[src/rtl/unidade_load_store_if.sv]
// Pipeline-side and data-memory-side signals of the load/store unit.
// The slave modport is the unit; the master modport is the pipeline plus the memory model.
interface unidade_load_store_if;
    logic        START;
    logic [4:0]  OP;
    logic [31:0] ADDR;
    logic [31:0] WDATA;
    logic        BUSY;
    logic        DONE;
    logic        ERR;
    logic [31:0] RDATA;
    logic        MEM_REQ;
    logic        MEM_WE;
    logic [3:0]  MEM_BE;
    logic [31:0] MEM_ADDR;
    logic [31:0] MEM_WDATA;
    logic        MEM_ACK;
    logic [31:0] MEM_RDATA;

    // Handshake: MEM_REQ holds with stable MEM_* until a cycle with MEM_ACK=1; ACK without REQ is ignored.
    modport master (
        output START, OP, ADDR, WDATA, MEM_ACK, MEM_RDATA,
        input  BUSY, DONE, ERR, RDATA, MEM_REQ, MEM_WE, MEM_BE, MEM_ADDR, MEM_WDATA
    );
    modport slave (
        input  START, OP, ADDR, WDATA, MEM_ACK, MEM_RDATA,
        output BUSY, DONE, ERR, RDATA, MEM_REQ, MEM_WE, MEM_BE, MEM_ADDR, MEM_WDATA
    );
endinterface

[src/rtl/unidade_load_store.sv]
// Multi-cycle MIPS load/store unit: IDLE -> REQ -> RESP with byte-lane steering and timeout.
// Optional macro LSU_ALIGN_CHECK_EN turns misaligned half/word accesses into errors.
module unidade_load_store #(
    parameter int unsigned WAIT_MAX = 15
) (
    input  logic                 CLK,
    input  logic                 RST_N,
    unidade_load_store_if.slave  bus,
    output logic [1:0]           dbg_state_o
);
    typedef enum logic [1:0] {S_IDLE = 2'd0, S_REQ = 2'd1, S_RESP = 2'd2} state_t;
    localparam logic [7:0] CNT_LAST = 8'(WAIT_MAX - 1);

    state_t      state_q, state_d;
    logic [7:0]  cnt_q, cnt_d;
    logic        err_q, err_d;
    logic [31:0] rdata_q, rdata_d;
    logic        we_q, we_d;
    logic [3:0]  be_q, be_d;
    logic [31:0] addr_q, addr_d;
    logic [31:0] wdata_q, wdata_d;
    logic [1:0]  lane_q, lane_d;
    logic [1:0]  size_q, size_d;

    logic        is_byte, is_half, is_word, is_store, op_legal, misaligned, start_ok, timeout;
    logic [3:0]  be_gen;
    logic [31:0] wdata_gen, load_data;

    always_comb begin
        is_byte  = (bus.OP == 5'd12) || (bus.OP == 5'd15);
        is_half  = (bus.OP == 5'd13) || (bus.OP == 5'd16);
        is_word  = (bus.OP == 5'd14) || (bus.OP == 5'd17);
        is_store = (bus.OP == 5'd15) || (bus.OP == 5'd16) || (bus.OP == 5'd17);
        op_legal = is_byte || is_half || is_word;
`ifdef LSU_ALIGN_CHECK_EN
        misaligned = (is_half && bus.ADDR[0]) || (is_word && (bus.ADDR[1:0] != 2'b00));
`else
        misaligned = 1'b0;
`endif
        start_ok  = op_legal && !misaligned;
        be_gen    = 4'b1111;
        wdata_gen = bus.WDATA;
        if (is_byte) begin
            be_gen    = 4'b0001 << bus.ADDR[1:0];
            wdata_gen = {4{bus.WDATA[7:0]}};
        end else if (is_half) begin
            be_gen    = bus.ADDR[1] ? 4'b1100 : 4'b0011;
            wdata_gen = {2{bus.WDATA[15:0]}};
        end
        timeout = (cnt_q == CNT_LAST);
    end

    // Load extraction uses the lane/size captured on REQ entry, not the live inputs.
    always_comb begin
        load_data = bus.MEM_RDATA;
        if (size_q == 2'd0)
            load_data = {24'b0, bus.MEM_RDATA[{lane_q, 3'b000} +: 8]};
        else if (size_q == 2'd1)
            load_data = {16'b0, lane_q[1] ? bus.MEM_RDATA[31:16] : bus.MEM_RDATA[15:0]};
    end

    always_ff @(posedge CLK or negedge RST_N) begin
        if (!RST_N) state_q <= S_IDLE;
        else        state_q <= state_d;
    end

    always_comb begin
        state_d = state_q;
        unique case (state_q)
            S_IDLE:  if (bus.START) state_d = start_ok ? S_REQ : S_RESP;
            S_REQ:   if (bus.MEM_ACK || timeout) state_d = S_RESP;
            S_RESP:  state_d = S_IDLE;
            default: state_d = S_IDLE;
        endcase
    end

    always_comb begin
        bus.BUSY      = (state_q != S_IDLE);
        bus.DONE      = (state_q == S_RESP);
        bus.ERR       = (state_q == S_RESP) && err_q;
        bus.MEM_REQ   = (state_q == S_REQ);
        bus.MEM_WE    = we_q;
        bus.MEM_BE    = be_q;
        bus.MEM_ADDR  = addr_q;
        bus.MEM_WDATA = wdata_q;
        bus.RDATA     = rdata_q;
        dbg_state_o   = state_q;
    end

    // On ACK at the timeout edge the ACK branch is taken first, so ERR stays 0.
    always_comb begin
        cnt_d   = cnt_q;
        err_d   = err_q;
        rdata_d = rdata_q;
        we_d    = we_q;
        be_d    = be_q;
        addr_d  = addr_q;
        wdata_d = wdata_q;
        lane_d  = lane_q;
        size_d  = size_q;
        if (state_q == S_IDLE && bus.START) begin
            err_d = !start_ok;
            cnt_d = 8'd0;
            if (start_ok) begin
                we_d    = is_store;
                be_d    = be_gen;
                addr_d  = {bus.ADDR[31:2], 2'b00};
                wdata_d = wdata_gen;
                lane_d  = bus.ADDR[1:0];
                size_d  = is_byte ? 2'd0 : (is_half ? 2'd1 : 2'd2);
            end
        end else if (state_q == S_REQ) begin
            if (bus.MEM_ACK) begin
                err_d = 1'b0;
                if (!we_q) rdata_d = load_data;
            end else if (timeout) begin
                err_d = 1'b1;
            end else begin
                cnt_d = cnt_q + 8'd1;
            end
        end
    end

    always_ff @(posedge CLK or negedge RST_N) begin
        if (!RST_N) begin
            cnt_q   <= 8'd0;
            err_q   <= 1'b0;
            rdata_q <= 32'd0;
            we_q    <= 1'b0;
            be_q    <= 4'd0;
            addr_q  <= 32'd0;
            wdata_q <= 32'd0;
            lane_q  <= 2'd0;
            size_q  <= 2'd0;
        end else begin
            cnt_q   <= cnt_d;
            err_q   <= err_d;
            rdata_q <= rdata_d;
            we_q    <= we_d;
            be_q    <= be_d;
            addr_q  <= addr_d;
            wdata_q <= wdata_d;
            lane_q  <= lane_d;
            size_q  <= size_d;
        end
    end
endmodule

[src/flat_wrapper.sv]
// flat-port wrapper written by rule: the top's interface ports become plain ports
module unidade_load_store_flat 
#(
    parameter int unsigned WAIT_MAX = 15
)
  (CLK, RST_N, dbg_state_o, bus_START, bus_OP, bus_ADDR, bus_WDATA, bus_MEM_ACK, bus_MEM_RDATA, bus_BUSY, bus_DONE, bus_ERR, bus_RDATA, bus_MEM_REQ, bus_MEM_WE, bus_MEM_BE, bus_MEM_ADDR, bus_MEM_WDATA);
  unidade_load_store_if bus_i ();
  input  logic CLK;
  input  logic RST_N;
  output logic [1:0] dbg_state_o;
  input wire logic [$bits(bus_i.START)-1:0] bus_START;
  input wire logic [$bits(bus_i.OP)-1:0] bus_OP;
  input wire logic [$bits(bus_i.ADDR)-1:0] bus_ADDR;
  input wire logic [$bits(bus_i.WDATA)-1:0] bus_WDATA;
  input wire logic [$bits(bus_i.MEM_ACK)-1:0] bus_MEM_ACK;
  input wire logic [$bits(bus_i.MEM_RDATA)-1:0] bus_MEM_RDATA;
  output wire logic [$bits(bus_i.BUSY)-1:0] bus_BUSY;
  output wire logic [$bits(bus_i.DONE)-1:0] bus_DONE;
  output wire logic [$bits(bus_i.ERR)-1:0] bus_ERR;
  output wire logic [$bits(bus_i.RDATA)-1:0] bus_RDATA;
  output wire logic [$bits(bus_i.MEM_REQ)-1:0] bus_MEM_REQ;
  output wire logic [$bits(bus_i.MEM_WE)-1:0] bus_MEM_WE;
  output wire logic [$bits(bus_i.MEM_BE)-1:0] bus_MEM_BE;
  output wire logic [$bits(bus_i.MEM_ADDR)-1:0] bus_MEM_ADDR;
  output wire logic [$bits(bus_i.MEM_WDATA)-1:0] bus_MEM_WDATA;
  assign bus_i.START = bus_START;
  assign bus_i.OP = bus_OP;
  assign bus_i.ADDR = bus_ADDR;
  assign bus_i.WDATA = bus_WDATA;
  assign bus_i.MEM_ACK = bus_MEM_ACK;
  assign bus_i.MEM_RDATA = bus_MEM_RDATA;
  assign bus_BUSY = bus_i.BUSY;
  assign bus_DONE = bus_i.DONE;
  assign bus_ERR = bus_i.ERR;
  assign bus_RDATA = bus_i.RDATA;
  assign bus_MEM_REQ = bus_i.MEM_REQ;
  assign bus_MEM_WE = bus_i.MEM_WE;
  assign bus_MEM_BE = bus_i.MEM_BE;
  assign bus_MEM_ADDR = bus_i.MEM_ADDR;
  assign bus_MEM_WDATA = bus_i.MEM_WDATA;
  unidade_load_store #(.WAIT_MAX(WAIT_MAX)) u_core (.CLK(CLK), .RST_N(RST_N), .bus(bus_i), .dbg_state_o(dbg_state_o));
endmodule
[config.mk]
export PLATFORM = sky130hd
export DESIGN_NAME = unidade_load_store_flat
export DESIGN_NICKNAME = d
export VERILOG_FILES = /design/src/rtl/unidade_load_store_if.sv /design/src/rtl/unidade_load_store.sv /design/src/flat_wrapper.sv
export SDC_FILE = /design/constraint.sdc
export NUM_CORES = 1
export LEC_CHECK = 0
export ABC_CLOCK_PERIOD_IN_PS = 2700
export CAP_MARGIN = 25
export CORE_AREA = 8 8 116 128
export DETAILED_ROUTE_END_ITERATION = 8
export DIE_AREA = 0 0 124 136
export PLACE_DENSITY = 0.78
export SLEW_MARGIN = 20
export SYNTH_ARGS = -nofsm -noshare
export SYNTH_HDL_FRONTEND = slang
export SYNTH_SLANG_ARGS = --single-unit
[constraint.sdc]
create_clock -name CLK -period 2.7 [get_ports CLK]
set_clock_uncertainty 0.2 [all_clocks]
set_input_delay 0.27 -clock CLK [delete_from_list [all_inputs] [get_ports CLK]]
set_output_delay 0.27 -clock CLK [all_outputs]
set_load 0.02 [all_outputs]
==> metrics.md, run 1 <==
| Metric | Value |
|---|---|
| Portion of synthesized cell area occupied by the leading cell type | `53.46%` |
| Port bufs | `209` |
| Largest net degree at the start of global routing | `58` |
| First-pass GRT wire length | `26,770 µm` |
| Layout cell share with drive strength beyond 1 | `9.241%` |
| Share of async-settable or async-resettable flops after synthesis | `100.0%` |
| DR vias/cell | `5.164` |
| Combined area of all synthesized cells | `0.005336 mm²` |
| Worst-path clk slew | `0.06 ns` |
| Length of the first detailed-routing pass in iterations | `4` |
| Hold Vio Cnt, Final | `0` |
| Cell taking the most area after synthesis | `sky130_fd_sc_hd__dfrtp_1` |
| Root cell of the clock tree | `sky130_fd_sc_hd__clkbuf_16` |
| RSZ-0062 raised after global routing | `no` |
| Hold depth | `3` |
| Critical Setup Path Class | `reg -> out` |
| Register-to-register path setup slack | `0.55 ns` |
| Number of instances in the synthesized netlist | `563` |
| Summed negative setup slack over all endpoints | `0 ns` |
| Synthesis-to-layout area growth | `54.21%` |
| Final Slew Violations | `0` |
| Starting density of the core | `41.42%` |
| Area taken by flip-flops and latches | `0.002853 mm²` |
| Cell types occupying the most area after synthesis | `sky130_fd_sc_hd__dfrtp_1 (53%), sky130_fd_sc_hd__nand2_1 (15%), sky130_fd_sc_hd__mux2i_1 (6.2%)` |
| Sequential area share after synthesis | `53.46%` |
| Category of the worst setup path launch point | `register` |
| Power per cell area | `916.6 mW/mm²` |
| Number of top-level pins | `212` |
| Worst path arrival time | `1.81 ns` |
| CTS hold repair buffers | `1` |
| Count of state elements after synthesis | `114` |
| Static Leakage | `3.699 nW` |
| Minimum period implied by the final worst setup slack | `2.282 ns` |
| Prevailing post-synth register cell | `sky130_fd_sc_hd__dfrtp_1` |
| Height of the die | `136 µm` |
| Number of DRC violations after detailed-routing iteration 0 | `337` |
| VDD IR max | `0.5618 mV` |
| H-tree lvl count | `4` |
| Placed wire-length estimate after detailed placement | `13,100 µm` |
| Most instantiated cells after synthesis | `sky130_fd_sc_hd__nand2_1 (208), sky130_fd_sc_hd__dfrtp_1 (114), sky130_fd_sc_hd__mux2i_1 (33)` |
| Mean cell area of the mapped netlist | `9.478 µm²` |
| Critical path peak fanout | `9` |
| Die X | `124 µm` |
| Cell row count | `44` |
| Layout filler cell count | `1,078` |
| Average wire per standard cell | `18.24 µm` |
| Min-Delay Path Class | `in -> reg` |
| Area of the multi-input gates | `0.002323 mm²` |
| Result of the run | `complete, no violations` |
| Placer congestion estimate | `0.8449` |
| Max transition margin | `48.16%` |
| Smallest hold slack | `0.1951 ns` |
| Element type at the critical path end | `primary output` |
| Die outline area | `0.01686 mm²` |
| CTS sink cnt | `114` |
| Number of flops mapped to enable cells by yosys | `0` |
| Floorplan Core Area | `0.01288 mm²` |
| Number of antenna violations at the first check in global routing | `0` |
| Post-synthesis cell type count | `47` |
| Number of gates resized after cts | `0` |
| Later-pin clock latency in the skew report | `0.40 ns` |
| Clock tree from TritonCTS | `yes` |
| Number of maximum-capacitance constraint violations | `0` |
| Top achievable clock speed | `438.2 MHz` |
| Worst Path Required | `2.23 ns` |
| Tot GR Track Use | `20.38%` |
| Synthesis warning total | `0` |
| Number of design rule violations left after detail routing | `0` |
| Count of antenna diodes in the layout | `0` |
| Number of global-route vias before repair | `5,043` |
| Post-CTS setup buffers | `0` |
| Number of buffers created by CTS | `17` |
| Fin worst setup slack | `0.4181 ns` |
| Buffers from clock root to sink, at most | `2` |
| DRT antenna net count | `0` |
| Final setup vio count | `0` |
| Most common cell in the netlist | `sky130_fd_sc_hd__nand2_1` |
| Via count | `4,911` |
| Slew @ Worst Pin | `0.7776 ns` |
| Depth of the worst register-to-register path | `6` |
| GRT Residual Overflow | `0` |
| Wire length reported by the detailed router | `17,350 µm` |
| Share of the clock period used by the worst path | `84.51%` |
| Net count reported at finish | `884` |
| Placement Setup Slack | `0.1126 ns` |
## worst max-delay path, stage by stage, from the launching register on
cell and delay [ns]:
sky130_fd_sc_hd__dfrtp_1 0.49, sky130_fd_sc_hd__nor2b_1 0.19, sky130_fd_sc_hd__and2_1 0.13, sky130_fd_sc_hd__clkdlybuf4s50_1 0.60
## through the flow
stage | total power [W] | cell area [µm²] | utilization (%) | cells
detailed placement | 0.005504 | 7664 | 59.49 | 918
floorplan | 0.003897 | 5340 | - | 564
CTS | 0.007615 | 8229 | 63.88 | 951
global placement | 0.005419 | 7664 | 59.49 | 918
finish | 0.007542 | 8229 | 63.88 | 951
global route | 0.007908 | 8229 | 63.88 | 951
## cell families after synthesis
| logic type | share of synthesized area [%] |
|---|---|
| AND/OR/NAND/NOR | 23.70 |
| flip-flops | 53.46 |
| AO/OA/AOI/OAI | 8.582 |
| multiplexers | 9.566 |
| buffers and inverters | 3.329 |
| XOR/XNOR | 0.8206 |
| adder cells (fa/ha/maj) | 0.4689 |
| other | 0.07027 |
## power breakdown
group / switching (W) / leakage [nW] / internal [W] / total, W
Combinational: 0.00148 / 2.00 / 0.00139 / 0.00288
Clock: 0.000802 / 0.267 / 0.00128 / 0.00208
Sequential: 0.000337 / 1.43 / 0.00225 / 0.00258
## registers in the layout (all words and copies together), names as in the netlist
name	cells
u_core.bus.MEM_WE	1
u_core.size_q	2
u_core.bus.MEM_BE	4
u_core.bus.MEM_ADDR	30
u_core.err_q	1
u_core.lane_q	2
u_core.bus.RDATA	32
u_core.cnt_q	8
u_core.dbg_state_o	2
u_core.bus.MEM_WDATA	32
## placed cells by master (no fill, tap or decap), types with 3 or more instances in the layout
| master | instances |
|---|---|
| sky130_fd_sc_hd__a211oi_1 | 10 |
| sky130_fd_sc_hd__a21oi_1 | 6 |
| sky130_fd_sc_hd__a31oi_1 | 13 |
| sky130_fd_sc_hd__and2_1 | 4 |
| sky130_fd_sc_hd__buf_12 | 4 |
| sky130_fd_sc_hd__buf_4 | 15 |
| sky130_fd_sc_hd__clkbuf_16 | 17 |
| sky130_fd_sc_hd__clkdlybuf4s50_1 | 208 |
| sky130_fd_sc_hd__clkinv_2 | 6 |
| sky130_fd_sc_hd__clkinv_4 | 3 |
| sky130_fd_sc_hd__clkinvlp_4 | 4 |
| sky130_fd_sc_hd__dfrtp_1 | 114 |
| sky130_fd_sc_hd__inv_1 | 3 |
| sky130_fd_sc_hd__mux2i_1 | 33 |
| sky130_fd_sc_hd__mux4_2 | 8 |
| sky130_fd_sc_hd__nand2_1 | 208 |
| sky130_fd_sc_hd__nand3_1 | 21 |
| sky130_fd_sc_hd__nand3b_1 | 3 |
| sky130_fd_sc_hd__nor2_1 | 28 |
| sky130_fd_sc_hd__nor2b_1 | 3 |
| sky130_fd_sc_hd__nor3_1 | 9 |
| sky130_fd_sc_hd__o211ai_1 | 5 |
| sky130_fd_sc_hd__o21a_1 | 5 |
| sky130_fd_sc_hd__o21ai_0 | 20 |
| sky130_fd_sc_hd__or2_2 | 3 |
| sky130_fd_sc_hd__xnor2_1 | 5 |
## layout make-up
class	instances	area share, %
flip-flops and latches	114	34.67
multi-input cells	413	28.23
repair buffers	228	27.76
clock buffers	18	5.337
well taps	161	2.448
clock inverters	14	1.414
inverters	3	0.1368
## worst paths after layout
check                                                       endpoint                         startpoint
worst min register to register      u_core.bus.RDATA[19]$_DFFE_PN0P_   u_core.bus.RDATA[19]$_DFFE_PN0P_
worst min-delay path             u_core.bus.MEM_ADDR[19]$_DFFE_PN0P_                       bus_ADDR[19]
min in group asynchronous       u_core.bus.MEM_WDATA[10]$_DFFE_PN0P_                              RST_N
worst max-delay path                                         bus_ERR  u_core.dbg_state_o[1]$_DFFE_PN0P_
worst max register to register     u_core.dbg_state_o[1]$_DFFE_PN0P_        u_core.cnt_q[0]$_DFFE_PN0P_
max in group asynchronous        u_core.bus.MEM_ADDR[27]$_DFFE_PN0P_                              RST_N
## routing by layer
metal	GRT usage [%]	vias up	wire, µm
met5	0	-	0
met4	8.074	0	465
met3	6.149	33	1241
met2	34.13	176	8810
met1	23.88	2379	6832
li1	-	2323	-
No activity file was read; power rests on OpenSTA's default activity.
==> run 2, diff against run 1 <==
- ABC_CLOCK_PERIOD_IN_PS: 2700 -> 2400
- clock period: 2.7 -> 2.4 ns (I/O delays scaled with it)
==> metrics.md, run 2 (synthesized netlist as in run 1, its figures left out) <==
| Metric | Value |
|---|---|
| H-tree lvl count | `4 (unchanged)` |
| Average wire per standard cell | `18.18 µm (was 18.24 µm)` |
| Slew @ Worst Pin | `0.5910 ns (was 0.7776 ns)` |
| Post-CTS setup buffers | `0 (unchanged)` |
| Number of design rule violations left after detail routing | `0 (unchanged)` |
| Number of buffers created by CTS | `17 (unchanged)` |
| Power per cell area | `1055 mW/mm² (was 916.6 mW/mm²)` |
| Floorplan Core Area | `0.01288 mm² (unchanged)` |
| Smallest hold slack | `0.1647 ns (was 0.1951 ns)` |
| Number of DRC violations after detailed-routing iteration 0 | `346 (was 337)` |
| Placed Cells | `924 (was 918)` |
| VDD IR max | `0.6069 mV (was 0.5618 mV)` |
| Number of top-level pins | `212 (unchanged)` |
| GRT Residual Overflow | `0 (unchanged)` |
| Commonest cells after routing, fill and taps aside | `sky130_fd_sc_hd__nand2_1 (208), sky130_fd_sc_hd__clkdlybuf4s50_1 (208), sky130_fd_sc_hd__dfrtp_1 (114), sky130_fd_sc_hd__mux2i_1 (33), sky130_fd_sc_hd__nor2_1 (28) (unchanged)` |
| Worst Path Required | `1.96 ns (was 2.23 ns)` |
| Placed wire-length estimate after detailed placement | `13,160 µm (was 13,100 µm)` |
| Critical path peak fanout | `9 (unchanged)` |
| Buffers from clock root to sink, at most | `2 (unchanged)` |
| Summed negative setup slack over all endpoints | `0 ns (unchanged)` |
| Final core utilization | `64.90% (was 63.88%)` |
| Placed standard-cell area | `0.007721 mm² (was 0.007664 mm²)` |
| Minimum period implied by the final worst setup slack | `2.268 ns` |
| Height of the die | `136 µm (unchanged)` |
| First-pass GRT wire length | `27,150 µm (was 26,770 µm)` |
| End of the worst register-to-register path | `u_core.bus.MEM_WDATA[26]$_DFFE_PN0P_ (was u_core.dbg_state_o[1]$_DFFE_PN0P_)` |
| Number of antenna violations at the first check in global routing | `0 (unchanged)` |
| Root cell of the clock tree | `sky130_fd_sc_hd__clkbuf_16 (unchanged)` |
| Worst-path clk slew | `0.05 ns (was 0.06 ns)` |
| Worst hold start | `bus_ADDR[19] (unchanged)` |
| Worst path arrival time | `1.83 ns (was 1.81 ns)` |
| Final Slew Violations | `0 (unchanged)` |
| Result of the run | `complete, no violations (unchanged)` |
| Category of the worst setup path launch point | `register (unchanged)` |
| Net count reported at finish | `890 (was 884)` |
| Max transition margin | `60.60% (was 48.16%)` |
| Number of gates resized after cts | `0 (unchanged)` |
| DRT antenna net count | `0 (unchanged)` |
| Wire length reported by the detailed router | `17,400 µm (was 17,350 µm)` |
| Static Leakage | `3.772 nW (was 3.699 nW)` |
| Depth of the worst register-to-register path | `5 (was 6)` |
| Hold Vio Cnt, Final | `0 (unchanged)` |
| Count of antenna diodes in the layout | `0 (unchanged)` |
| Hold depth | `3 (unchanged)` |
| Layout Cells excl Fill | `957 (was 951)` |
| Share of the clock period used by the worst path | `94.50%` |
| Length of the first detailed-routing pass in iterations | `4 (unchanged)` |
| Starting density of the core | `41.42% (unchanged)` |
| Post-layout instance area | `0.008361 mm² (was 0.008229 mm²)` |
| Min-Delay Path Class | `in -> reg (unchanged)` |
| Tot GR Track Use | `20.59% (was 20.38%)` |
| Worst Hold Endpoint | `u_core.bus.MEM_ADDR[19]$_DFFE_PN0P_ (unchanged)` |
| Area taken by flip-flops and latches | `0.002853 mm² (unchanged)` |
| Number of maximum-capacitance constraint violations | `0 (unchanged)` |
| Layout cell share with drive strength beyond 1 | `9.673% (was 9.241%)` |
| Register-to-register path setup slack | `0.28 ns (was 0.55 ns)` |
| Die X | `124 µm (unchanged)` |
| Number of global-route vias before repair | `5,227 (was 5,043)` |
| Area of the multi-input gates | `0.002323 mm² (unchanged)` |
| R2R Path Start | `u_core.dbg_state_o[0]$_DFFE_PN0P_ (was u_core.cnt_q[0]$_DFFE_PN0P_)` |
| DR vias/cell | `5.230 (was 5.164)` |
| Top achievable clock speed | `440.9 MHz` |
| Die outline area | `0.01686 mm² (unchanged)` |
| Port bufs | `209 (unchanged)` |
| Via count | `5,005 (was 4,911)` |
| Critical Setup Path Class | `reg -> out (unchanged)` |
| RSZ-0062 raised after global routing | `no (unchanged)` |
| Final setup vio count | `0 (unchanged)` |
| Placer congestion estimate | `0.8835 (was 0.8449)` |
| Element type at the critical path end | `primary output (unchanged)` |
| Cell row count | `44 (unchanged)` |
| Layout filler cell count | `1,034 (was 1,078)` |
| Clock tree from TritonCTS | `yes (unchanged)` |
| Synthesis-to-layout area growth | `56.67% (was 54.21%)` |
| CTS sink cnt | `114 (unchanged)` |
| Later-pin clock latency in the skew report | `0.40 ns (about the same)` |
| Largest net degree at the start of global routing | `52 (was 58)` |
run 2: cell count changes in the layout (fill, tap and decap cells not counted):
cell / before / now
sky130_fd_sc_hd__buf_4: 15 / 20
sky130_fd_sc_hd__bufinv_16: 1 / 4
sky130_fd_sc_hd__clkinv_4: 3 / 0
sky130_fd_sc_hd__clkbuf_1: 0 / 2
sky130_fd_sc_hd__clkbuf_8: 1 / 3
sky130_fd_sc_hd__clkinv_2: 6 / 4
sky130_fd_sc_hd__clkinvlp_4: 4 / 2
sky130_fd_sc_hd__buf_12: 4 / 5
run 2: timing repair:
item / 4_1_cts / 5_1_grt
hold buffers: 1 / 0
setup endpoints to repair: 0 / 0
endpoints found under the hold margin: 41 / 0
run 2: area by class of cell:
cell class | count | area share [%]
Sequential cell | 114 | 34.12
Timing Repair Buffer | 234 | 28.02
Multi-Input combinational cell | 413 | 27.79
Clock buffer | 22 | 5.672
Tap cell | 161 | 2.409
Clock inverter | 10 | 1.856
Inverter | 3 | 0.1347
run 2: how the worst max path moves through the flow:
| stage | startpoint | end | slack (ns) | cells after the start |
|---|---|---|---|---|
| floorplan | u_core.dbg_state_o[1]$_DFFE_PN0P_ | u_core.bus.MEM_WDATA[24]$_DFFE_PN0P_ | 0.41 | 5 |
| global placement | bus_OP[3] | u_core.bus.MEM_WDATA[26]$_DFFE_PN0P_ | 0.09 | 6 |
| detailed placement | bus_OP[3] | u_core.bus.MEM_WDATA[26]$_DFFE_PN0P_ | -0.03 | 6 |
| CTS | u_core.dbg_state_o[1]$_DFFE_PN0P_ | bus_ERR | 0.10 | 3 |
| global route | u_core.dbg_state_o[1]$_DFFE_PN0P_ | bus_ERR | 0.05 | 3 |
| finish | u_core.dbg_state_o[1]$_DFFE_PN0P_ | bus_ERR | 0.13 | 3 |
run 2: power breakdown:
part	total [W]	internal, W	leakage (nW)	switching (W)
combinational	0.00320	0.00157	2.04	0.00163
sequential	0.00295	0.00253	1.43	0.000425
clock	0.00267	0.00181	0.306	0.000862
run 2: through the flow:
step / worst slack [ns] / power, W
2_1_floorplan: 0.4063 / 0.004384
3_3_place_gp: 0.08762 / 0.006103
3_5_place_dp: -0.02951 / 0.006201
4_1_cts: 0.1037 / 0.008904
5_1_grt: 0.05182 / 0.009254
6_report: 0.1320 / 0.008823
run 2: critical path, stage by stage, from the launching register on:
cell                              delay (ns)
sky130_fd_sc_hd__dfrtp_1                0.49
sky130_fd_sc_hd__nor2b_1                0.20
sky130_fd_sc_hd__and2_1                 0.14
sky130_fd_sc_hd__clkdlybuf4s50_1        0.60
run 2: per-layer routing:
layer  track usage, %  part of all wire (%)
met5                0                     0
met2            34.85                    51
met3            5.692                   7.4
met1            23.72                    39
met4            9.199                   3.3
